--- src/rtl/line_window_pkg.sv ---
// Shared types and constants for the line-buffer window controller.
// Pixels are held as packed words so a whole window travels as one vector.
package line_window_pkg;

   localparam int PIX_W   = 12;
   localparam int WIN_DIM = 3;

   typedef enum logic [1:0] {
      IDLE,
      FILL,
      STREAM,
      DONE
   } state_t;

   typedef logic [PIX_W-1:0] pixel_t;
   typedef pixel_t [WIN_DIM*WIN_DIM-1:0] window_t;

endpackage : line_window_pkg

--- src/rtl/window_shift3.sv ---
// Three-column window shift register.
// Each enabled cycle the oldest column drops out and the new column lands at dx=2.
module window_shift3
   import line_window_pkg::*;
(
   input  logic                      clk,
   input  logic                      rst,
   input  logic                      en,
   input  pixel_t [WIN_DIM-1:0]      col,
   output window_t                   win
);

   // NOTE: non-blocking updates read pre-edge values, so the loop order cannot corrupt the shift.
   always_ff @(posedge clk or posedge rst) begin
      if (rst) begin
         win <= '0;
      end else if (en) begin
         for (int dy = 0; dy < WIN_DIM; dy++) begin
            for (int dx = 0; dx < WIN_DIM-1; dx++) begin
               win[dy*WIN_DIM+dx] <= win[dy*WIN_DIM+dx+1];
            end
            win[dy*WIN_DIM+WIN_DIM-1] <= col[dy];
         end
      end
   end

endmodule : window_shift3

--- src/rtl/line_window_ctrl.sv ---
// Raster controller for two chained row buffers.
// It assembles a 3x3 window around each interior pixel and flags it one cycle after the accept.
module line_window_ctrl
   import line_window_pkg::*;
#(
   parameter int ROW_SIZE   = 1280,
   parameter int NUM_ROWS   = 960,
   parameter int PIXEL_SIZE = PIX_W
) (
   input  logic                          clk,
   input  logic                          rst,
   input  logic                          in_valid,
   input  logic                          in_sof,
   input  logic [PIXEL_SIZE-1:0]         in_pixel,
   input  logic [PIXEL_SIZE-1:0]         rb0_out,
   input  logic [PIXEL_SIZE-1:0]         rb1_out,
   output logic                          rb_enable,
   output logic [PIXEL_SIZE-1:0]         rb_shiftin,
   output logic                          win_valid,
   output logic [9*PIXEL_SIZE-1:0]       win_pixels,
   output logic [$clog2(NUM_ROWS)-1:0]   win_row,
   output logic [$clog2(ROW_SIZE)-1:0]   win_col,
   output logic                          frame_done,
   output logic                          busy
);

   localparam int CW = $clog2(ROW_SIZE);
   localparam int RW = $clog2(NUM_ROWS);
   localparam logic [CW-1:0] LAST_COL = CW'(ROW_SIZE-1);
   localparam logic [RW-1:0] LAST_ROW = RW'(NUM_ROWS-1);

   state_t         state;
   logic [CW-1:0]  col;
   logic [RW-1:0]  row;
   logic [CW-1:0]  cur_col;
   logic [RW-1:0]  cur_row;
   logic           acc;
   logic           emit;
   logic           row_end;
   logic           frame_end;
   window_t        win;

   // A start-of-frame pixel is always (0,0), which is also how a mid-frame restart aborts.
   always_comb begin
      acc       = in_valid & (in_sof | (state == FILL) | (state == STREAM));
      cur_col   = in_sof ? '0 : col;
      cur_row   = in_sof ? '0 : row;
      row_end   = (cur_col == LAST_COL);
      frame_end = row_end && (cur_row == LAST_ROW);
      emit      = acc && (cur_row >= RW'(2)) && (cur_col >= CW'(2));
   end

   assign rb_enable  = acc;
   assign rb_shiftin = in_pixel;
   assign busy       = (state == FILL) || (state == STREAM);
   assign win_pixels = win;

   window_shift3 u_shift (
      .clk (clk),
      .rst (rst),
      .en  (acc),
      .col ({in_pixel, rb0_out, rb1_out}),
      .win (win)
   );

   always_ff @(posedge clk or posedge rst) begin
      if (rst) begin
         state      <= IDLE;
         col        <= '0;
         row        <= '0;
         win_valid  <= 1'b0;
         win_row    <= '0;
         win_col    <= '0;
         frame_done <= 1'b0;
      end else begin
         win_valid  <= emit;
         frame_done <= 1'b0;
         if (emit) begin
            win_row <= cur_row - 1'b1;
            win_col <= cur_col - 1'b1;
         end
         if (acc) begin
            col <= row_end ? '0 : cur_col + 1'b1;
            if (row_end) begin
               row <= frame_end ? '0 : cur_row + 1'b1;
            end else begin
               row <= cur_row;
            end
            if (frame_end) begin
               state      <= DONE;
               frame_done <= 1'b1;
            end else if (row_end && (cur_row == RW'(1))) begin
               state <= STREAM;
            end else if (in_sof) begin
               state <= FILL;
            end
         end
      end
   end

endmodule : line_window_ctrl

--- config.mk ---
export PLATFORM = sky130hd
export DESIGN_NAME = line_window_ctrl
export DESIGN_NICKNAME = d
export VERILOG_FILES = /design/src/rtl/line_window_pkg.sv /design/src/rtl/window_shift3.sv /design/src/rtl/line_window_ctrl.sv
export SDC_FILE = /design/constraint.sdc
export NUM_CORES = 1
export LEC_CHECK = 0
export CAP_MARGIN = 20
export CORE_MARGIN = 2
export CORE_UTILIZATION = 44
export CTS_CLUSTER_SIZE = 16
export DETAILED_ROUTE_END_ITERATION = 7
export GPL_TIMING_DRIVEN = 0
export PLACE_DENSITY_LB_ADDON = 0.2
export SLEW_MARGIN = 10
export SYNTH_ARGS = -nofsm -noshare
export SYNTH_HDL_FRONTEND = slang
export SYNTH_SLANG_ARGS = --single-unit
--- constraint.sdc ---
create_clock -name clk -period 5.7 [get_ports clk]
set_clock_uncertainty 0.2 [all_clocks]
set_input_delay 1.14 -clock clk [delete_from_list [all_inputs] [get_ports clk]]
set_output_delay 1.14 -clock clk [all_outputs]
set_load 0.05 [all_outputs]
==> Word level (Yosys, flattened, before mapping) <==
Index checks and enable logic that the tools add are counted.
{ "classes": {"add_sub_neg": 4, "order_cmp": 2, "n_eq_ne": 5, "mux": 10, "n_bitwise": 3, "reduce_logical": 7} }
{ "op_table": {"columns": ["operator", "count"], "rows": [
  ["10-bit 2-to-1 mux", 3],
  ["11-bit 2-to-1 mux", 2],
  ["11-bit by 1-bit adder with 11-bit output, second input constant", 1],
  ["11-bit == test, second input constant", 1],
  ["11-bit by 2-bit greater-or-equal comparator with 1-bit output, second input constant", 1],
  ["11-bit by 1-bit subtractor with 11-bit output, second input constant", 1],
  ["10-bit by 1-bit adder with 10-bit output, second input constant", 1],
  ["10-bit by 1-bit == test with 1-bit output, second input constant", 1],
  ["10-bit == test, second input constant", 1],
  ["10-bit by 2-bit greater-or-equal comparator with 1-bit output, second input constant", 1],
  ["10-bit by 1-bit subtractor with 10-bit output, second input constant", 1],
  ["2-bit 2-to-1 mux", 3],
  ["1-bit logical AND", 4],
  ["3-bit nonzero test", 1],
  ["2-bit by 1-bit == test with 1-bit output, second input constant", 1],
  ["2-bit == test, second input constant", 1],
  ["1-bit 2-to-1 mux", 2],
  ["1-bit OR", 2],
  ["2-bit AND reduction", 1],
  ["1-bit bitwise AND", 1],
  ["1-bit logical OR", 1]
]} }
{ "word_totals": {"register_bits": 154, "in_bits": 40, "out_inout_bits": 145, "elab_cells": 47} }

==> Longest topological paths before layout <==
{ "depth": {"ltp_word": 6, "mapped_depth": 12, "ltp_nobuf": 9} }

==> Modules after synthesis <==
Synthesis repeated with hierarchy kept, for this count alone.
{ "unflattened": {"hier_cells": 566, "area_unflattened_um2": 7226.9} }
{ "modules_own_cells": {"columns": ["mod", "n_inst", "cells_per_inst", "area_per_inst_um2", "seq_area_each_um2"], "rows": [
  ["window_shift3", 1, 229, 4082.7, 2702.6],
  ["line_window_ctrl", 1, 337, 3144.3, 1151.1]
]} }

==> Worst setup path before layout <==
No wires, ideal clock.
{ "synth_path": {"path_kind": "in2out", "startpoint": "in in_sof", "endpoint": "out rb_enable", "t_arrival_ns": 2.165, "t_required_ns": 4.360, "slack_ns": 2.195, "stages": 3, "n_path_buf": 1, "cell_sequence": "o31ai_2 -> inv_2 -> clkbuf_1"} }
{ "synth_via": {"elab_chain_len": 3} }
{ "synth_rtl": {"columns": ["element", "line_no", "source"], "rows": [
  ["start, declared", "line_window_ctrl.sv:13", "input logic in_sof,"],
  ["1-bit OR (2 in a row)", "line_window_ctrl.sv:45", "acc = in_valid & (in_sof | (state == FILL) | (state == STREAM));"],
  ["1-bit bitwise AND", "line_window_ctrl.sv:45", null],
  ["end, declared", "line_window_ctrl.sv:17", "output logic rb_enable,"]
]} }
Every way passes these cells.

==> Final worst setup path <==
Same ends and word-level chain as after synthesis.

==> results.env <==
SYNTH_COMMONEST_CELLS='sky130_fd_sc_hd__nand2_1, sky130_fd_sc_hd__dfrtp_1, sky130_fd_sc_hd__o21ai_0'
WORST_SKEW_PAIR.LATE_LATENCY_PS=420
MAX-CLOCK-PATH-BUFFERS=2
POST_SYNTHESIS_NET_COUNT=847
SYNTH_ENABLE_FLOP_CELLS=0
HOLD_WS_PS=270.8
YOSYSSEQAREASHARE=0.5555
TOTAL_POWER_W=0.003777
POSTROUTEANTENNANETS=0
FINAL_DESIGN_AREA_EXCLUDING_FILLERS_SQ_MM=0.009649
FINAL_HOLD_VIOL_COUNT=0
CRITICAL_PATH_ARRIVAL_PS=3880
FINAL_MIN_PERIOD_OVER_CLOCK_PERIOD=0.9163
WORST_SETUP_PATH_END_KIND='output pin'
POST-DP-HPWL_UM=12910
STARTPOINT_TO_ENDPOINT_CLASS_OF_THE_CRITICAL_PATH='in2out'
YS_TYPES=59
NETLIST.TOP_CELL.BY_AREA='sky130_fd_sc_hd__dfrtp_1'
DESIGN.PORTCOUNT=185
PRECTSSETUPSLACK_PS=440.2
CP_DELAY_BY_FAMILY_TOP='buffers and inverters'
MAX_CAP_VIOLATIONS=0
NETLIST_AREA_SQ_MM=0.006938
CRITICAL_PATH_DEPTH=5
FF2FF_PATH_DEPTH=8
CLOCK_TREE.ROOT_CELL='sky130_fd_sc_hd__clkbuf_16'
SLEW_HEADROOM=0.5001
CRITPATHCAPTURE='rb_enable'
POWER.IR.VDD_WORST_uV=241.6
GRT_FIRST_PASS_WIRELENGTH_UM=30170
DRT_ITER0_MARKERS=455
AREA_GROWTH_PCT=39.08
DIE_AREA_SQ_MM=0.01679
REGTOREGSTARTPOINT='col[0]'
VIAS_PER_CELL=4.945
FLOORPLAN.INITIALDENSITY=0.4530
ROWS=45
SYNTH-ASYNC-RESET-RATIO=1.000
CRITICAL_PATH.MOST_COMMON_CELL='sky130_fd_sc_hd__clkdlybuf4s50_1'
CRIT_BUF_INV=4
PLACE_INST=1194
SYNTH_CELLS=798
CLOCK-SINKS=154
RSZ0062_AT_GRT='false'
ANTENNA_FOUND_INITIAL=0
ROUTED_WIRE_LENGTH_PER_INSTANCE_UM=15.09
TIGHTEST_SLEW_PS=745.3
CTS_TREE='done'
STATUS='completed'
TIMING.CRITICAL_PATH.FROM_TYPE='primary input'
LAYOUT.CELLS.NON_FILLER=1226
LAYOUT.NETS=1051
FLOORPLAN.DIE.WIDTH_UM=129.6
PORT_BUFFERS=184
TIMING.HOLD.WORST.CLASS='reg2reg'
PLACED_AREA_SQ_MM=0.009079
SYNTH-WARNING-COUNT=0
SYNTH_FLOP_CELL='sky130_fd_sc_hd__dfrtp_1'
CRITPATHMAXSTAGEDELAY_PS=800
ACHIEVABLE-FREQUENCY_MHz=191.5
GLOBALROUTEOVERFLOWTOTAL=0
GRT_PASS1_VIAS=5886
RR_ENDPOINT='row[2]'
POST_ROUTE_CELLS_DRIVE_ABOVE_1_SHARE=0.07094
GP_CONGESTION=0.8796
SYNTH.TOP_CELL.AREA_SHARE=0.5555
TIMING_MAX_TRANSITION_VIOLATIONS_FINAL=0
CRIT_PATH_MAX_FANOUT=10
CTS-HOLD-FIX-BUFFERS=0
SYNTH_AREA_PER_CELL_SQ_UM=8.694
CRIT_PATH_CELL_TRACE='clkdlybuf4s50_1 -> o31ai_2 -> inv_2 -> clkbuf_1 -> clkdlybuf4s50_1'
CTS-HTREE-LEVELS=4
STATIC-LEAKAGE-POWER_nW=4.659
GRT_MAX_DEGREE=79
CELLS_TAKING_THE_MOST_AREA_AFTER_SYNTHESIS='sky130_fd_sc_hd__dfrtp_1, sky130_fd_sc_hd__nand2_1, sky130_fd_sc_hd__o21ai_0'
YOSYSMOSTFREQUENTCELL='sky130_fd_sc_hd__nand2_1'
CTS_INSERTED_BUFFERS=17
CRIT_REQUIRED_PS=4360
REMAINING_DRC_ERRORS=0
ANTENNA_CELLS=0
POSTCTSSETUPBUFFERS=0
FP.COREAREA_SQ_MM=0.01531
POSTROUTEWIRELENGTH_UM=18500
POWERDENSITY_mW_PER_MM2=391.5
PATH_CLK_SLEW_PS=60
CRITPATHLAUNCH='in_sof'
REG2REG_SETUP_SLACK_PS=2930
DRT_PASS1_ITERATIONS=5
DR_TOTAL_VIAS=6063
SETUP_VIOL_COUNT_FINAL=0
YS_FF_LATCH=154
TIMING.FINAL.CRIT_PERIOD_PS=5223
GRT_OVERALL_USAGE=0.2290
CRITICAL_PATH_SLOWEST_STAGE_CELL='sky130_fd_sc_hd__clkdlybuf4s50_1'
FINAL_CRITICAL_PATH_SETUP_SLACK_PS=477.2
DIEHEIGHT_UM=129.6
POSTCTSRESIZEDCELLS=0
stage by stage:
| step | setup TNS [ps] | util |
|---|---|---|
| final | 0 | 0.6301 |
| after global routing | 0 | 0.6301 |
| after CTS | 0 | 0.6301 |
| after detailed placement | 0 | 0.5928 |
| after global placement | -311360 | 0.5905 |
| after floorplan | 0 | - |
sequential cells by signal (all words and copies together), names as in the netlist:
signal and flops:
col 11, frame_done 1, row 10, state 2, u_shift.win 108, win_col 11
win_row 10, win_valid 1
layer usage:
layer	up-vias	track usage	share of wire
met4	0	0.06705	0.014
met2	206	0.3514	0.47
met5	-	0	0
met3	19	0.07845	0.081
li1	2991	-	-
met1	2847	0.3101	0.44
area by class of cell:
cell class | count | area (sq um)
fillers | 1338 | 5665
inverters | 16 | 67.56
well taps | 211 | 264.0
multi-input cells | 566 | 2721
repair buffers | 185 | 1869
flip-flops and latches | 154 | 3854
clock inverters | 12 | 113.9
plain buffers | 62 | 302.8
clock buffers | 20 | 456.7
power by group:
part,internal (W),total [W],switching [W]
Combinational,0.000418,0.00130,0.000883
Sequential,0.00127,0.00138,0.000114
Clock,0.000627,0.00110,0.000468
Total,0.00231,0.00378,0.00147
cell families (layout without fill, tap and decap cells):
kind of cell | count (synthesis) | in the layout | share of synthesized area
AO/OA/AOI/OAI | 94 | 94 | 0.08746
adder cells (fa/ha/maj) | 9 | 9 | 0.01623
AND/OR/NAND/NOR | 451 | 451 | 0.2725
buffers and inverters | 78 | 295 | 0.05230
XOR/XNOR | 9 | 9 | 0.01136
multiplexers | 3 | 3 | 0.004689
flip-flops | 154 | 154 | 0.5555
worst reg2reg max path: stages, from the launching register on:
cell and delay [ps]:
sky130_fd_sc_hd__dfrtp_1 430, sky130_fd_sc_hd__nor2b_1 320, sky130_fd_sc_hd__ha_1 270, sky130_fd_sc_hd__and3_1 160, sky130_fd_sc_hd__buf_2 170, sky130_fd_sc_hd__nand4_1 310, sky130_fd_sc_hd__nor3_1 470, sky130_fd_sc_hd__or3_1 220
sky130_fd_sc_hd__o21ai_0 100
layout by cell type (no fill, tap or decap), types with 7 or more instances in the layout:
cell type and count:
sky130_fd_sc_hd__nand4_1 7, sky130_fd_sc_hd__inv_1 13, sky130_fd_sc_hd__buf_4 13, sky130_fd_sc_hd__a21oi_1 15, sky130_fd_sc_hd__nor2_1 19, sky130_fd_sc_hd__nor3_1 9, sky130_fd_sc_hd__clkdlybuf4s50_1 184, sky130_fd_sc_hd__nor2b_1 7
sky130_fd_sc_hd__ha_1 9, sky130_fd_sc_hd__nand3_1 10, sky130_fd_sc_hd__o21ai_0 42, sky130_fd_sc_hd__clkbuf_1 36, sky130_fd_sc_hd__buf_2 9, sky130_fd_sc_hd__clkbuf_16 17, sky130_fd_sc_hd__dfrtp_1 154, sky130_fd_sc_hd__xnor2_1 7
sky130_fd_sc_hd__nand2_1 367
worst min-delay path by stage:
stage / endpoint / depth (start not counted) / startpoint
2_1_floorplan: state[1] / 2 / state[1]
3_3_place_gp: u_shift.win[3] / 2 / u_shift.win[3]
3_5_place_dp: u_shift.win[40] / 2 / u_shift.win[40]
4_1_cts: u_shift.win[46] / 2 / u_shift.win[46]
5_1_grt: win_row[6] / 2 / win_row[6]
6_report: u_shift.win[4] / 2 / u_shift.win[4]
Note: power is estimated with default switching activity, not from simulation.
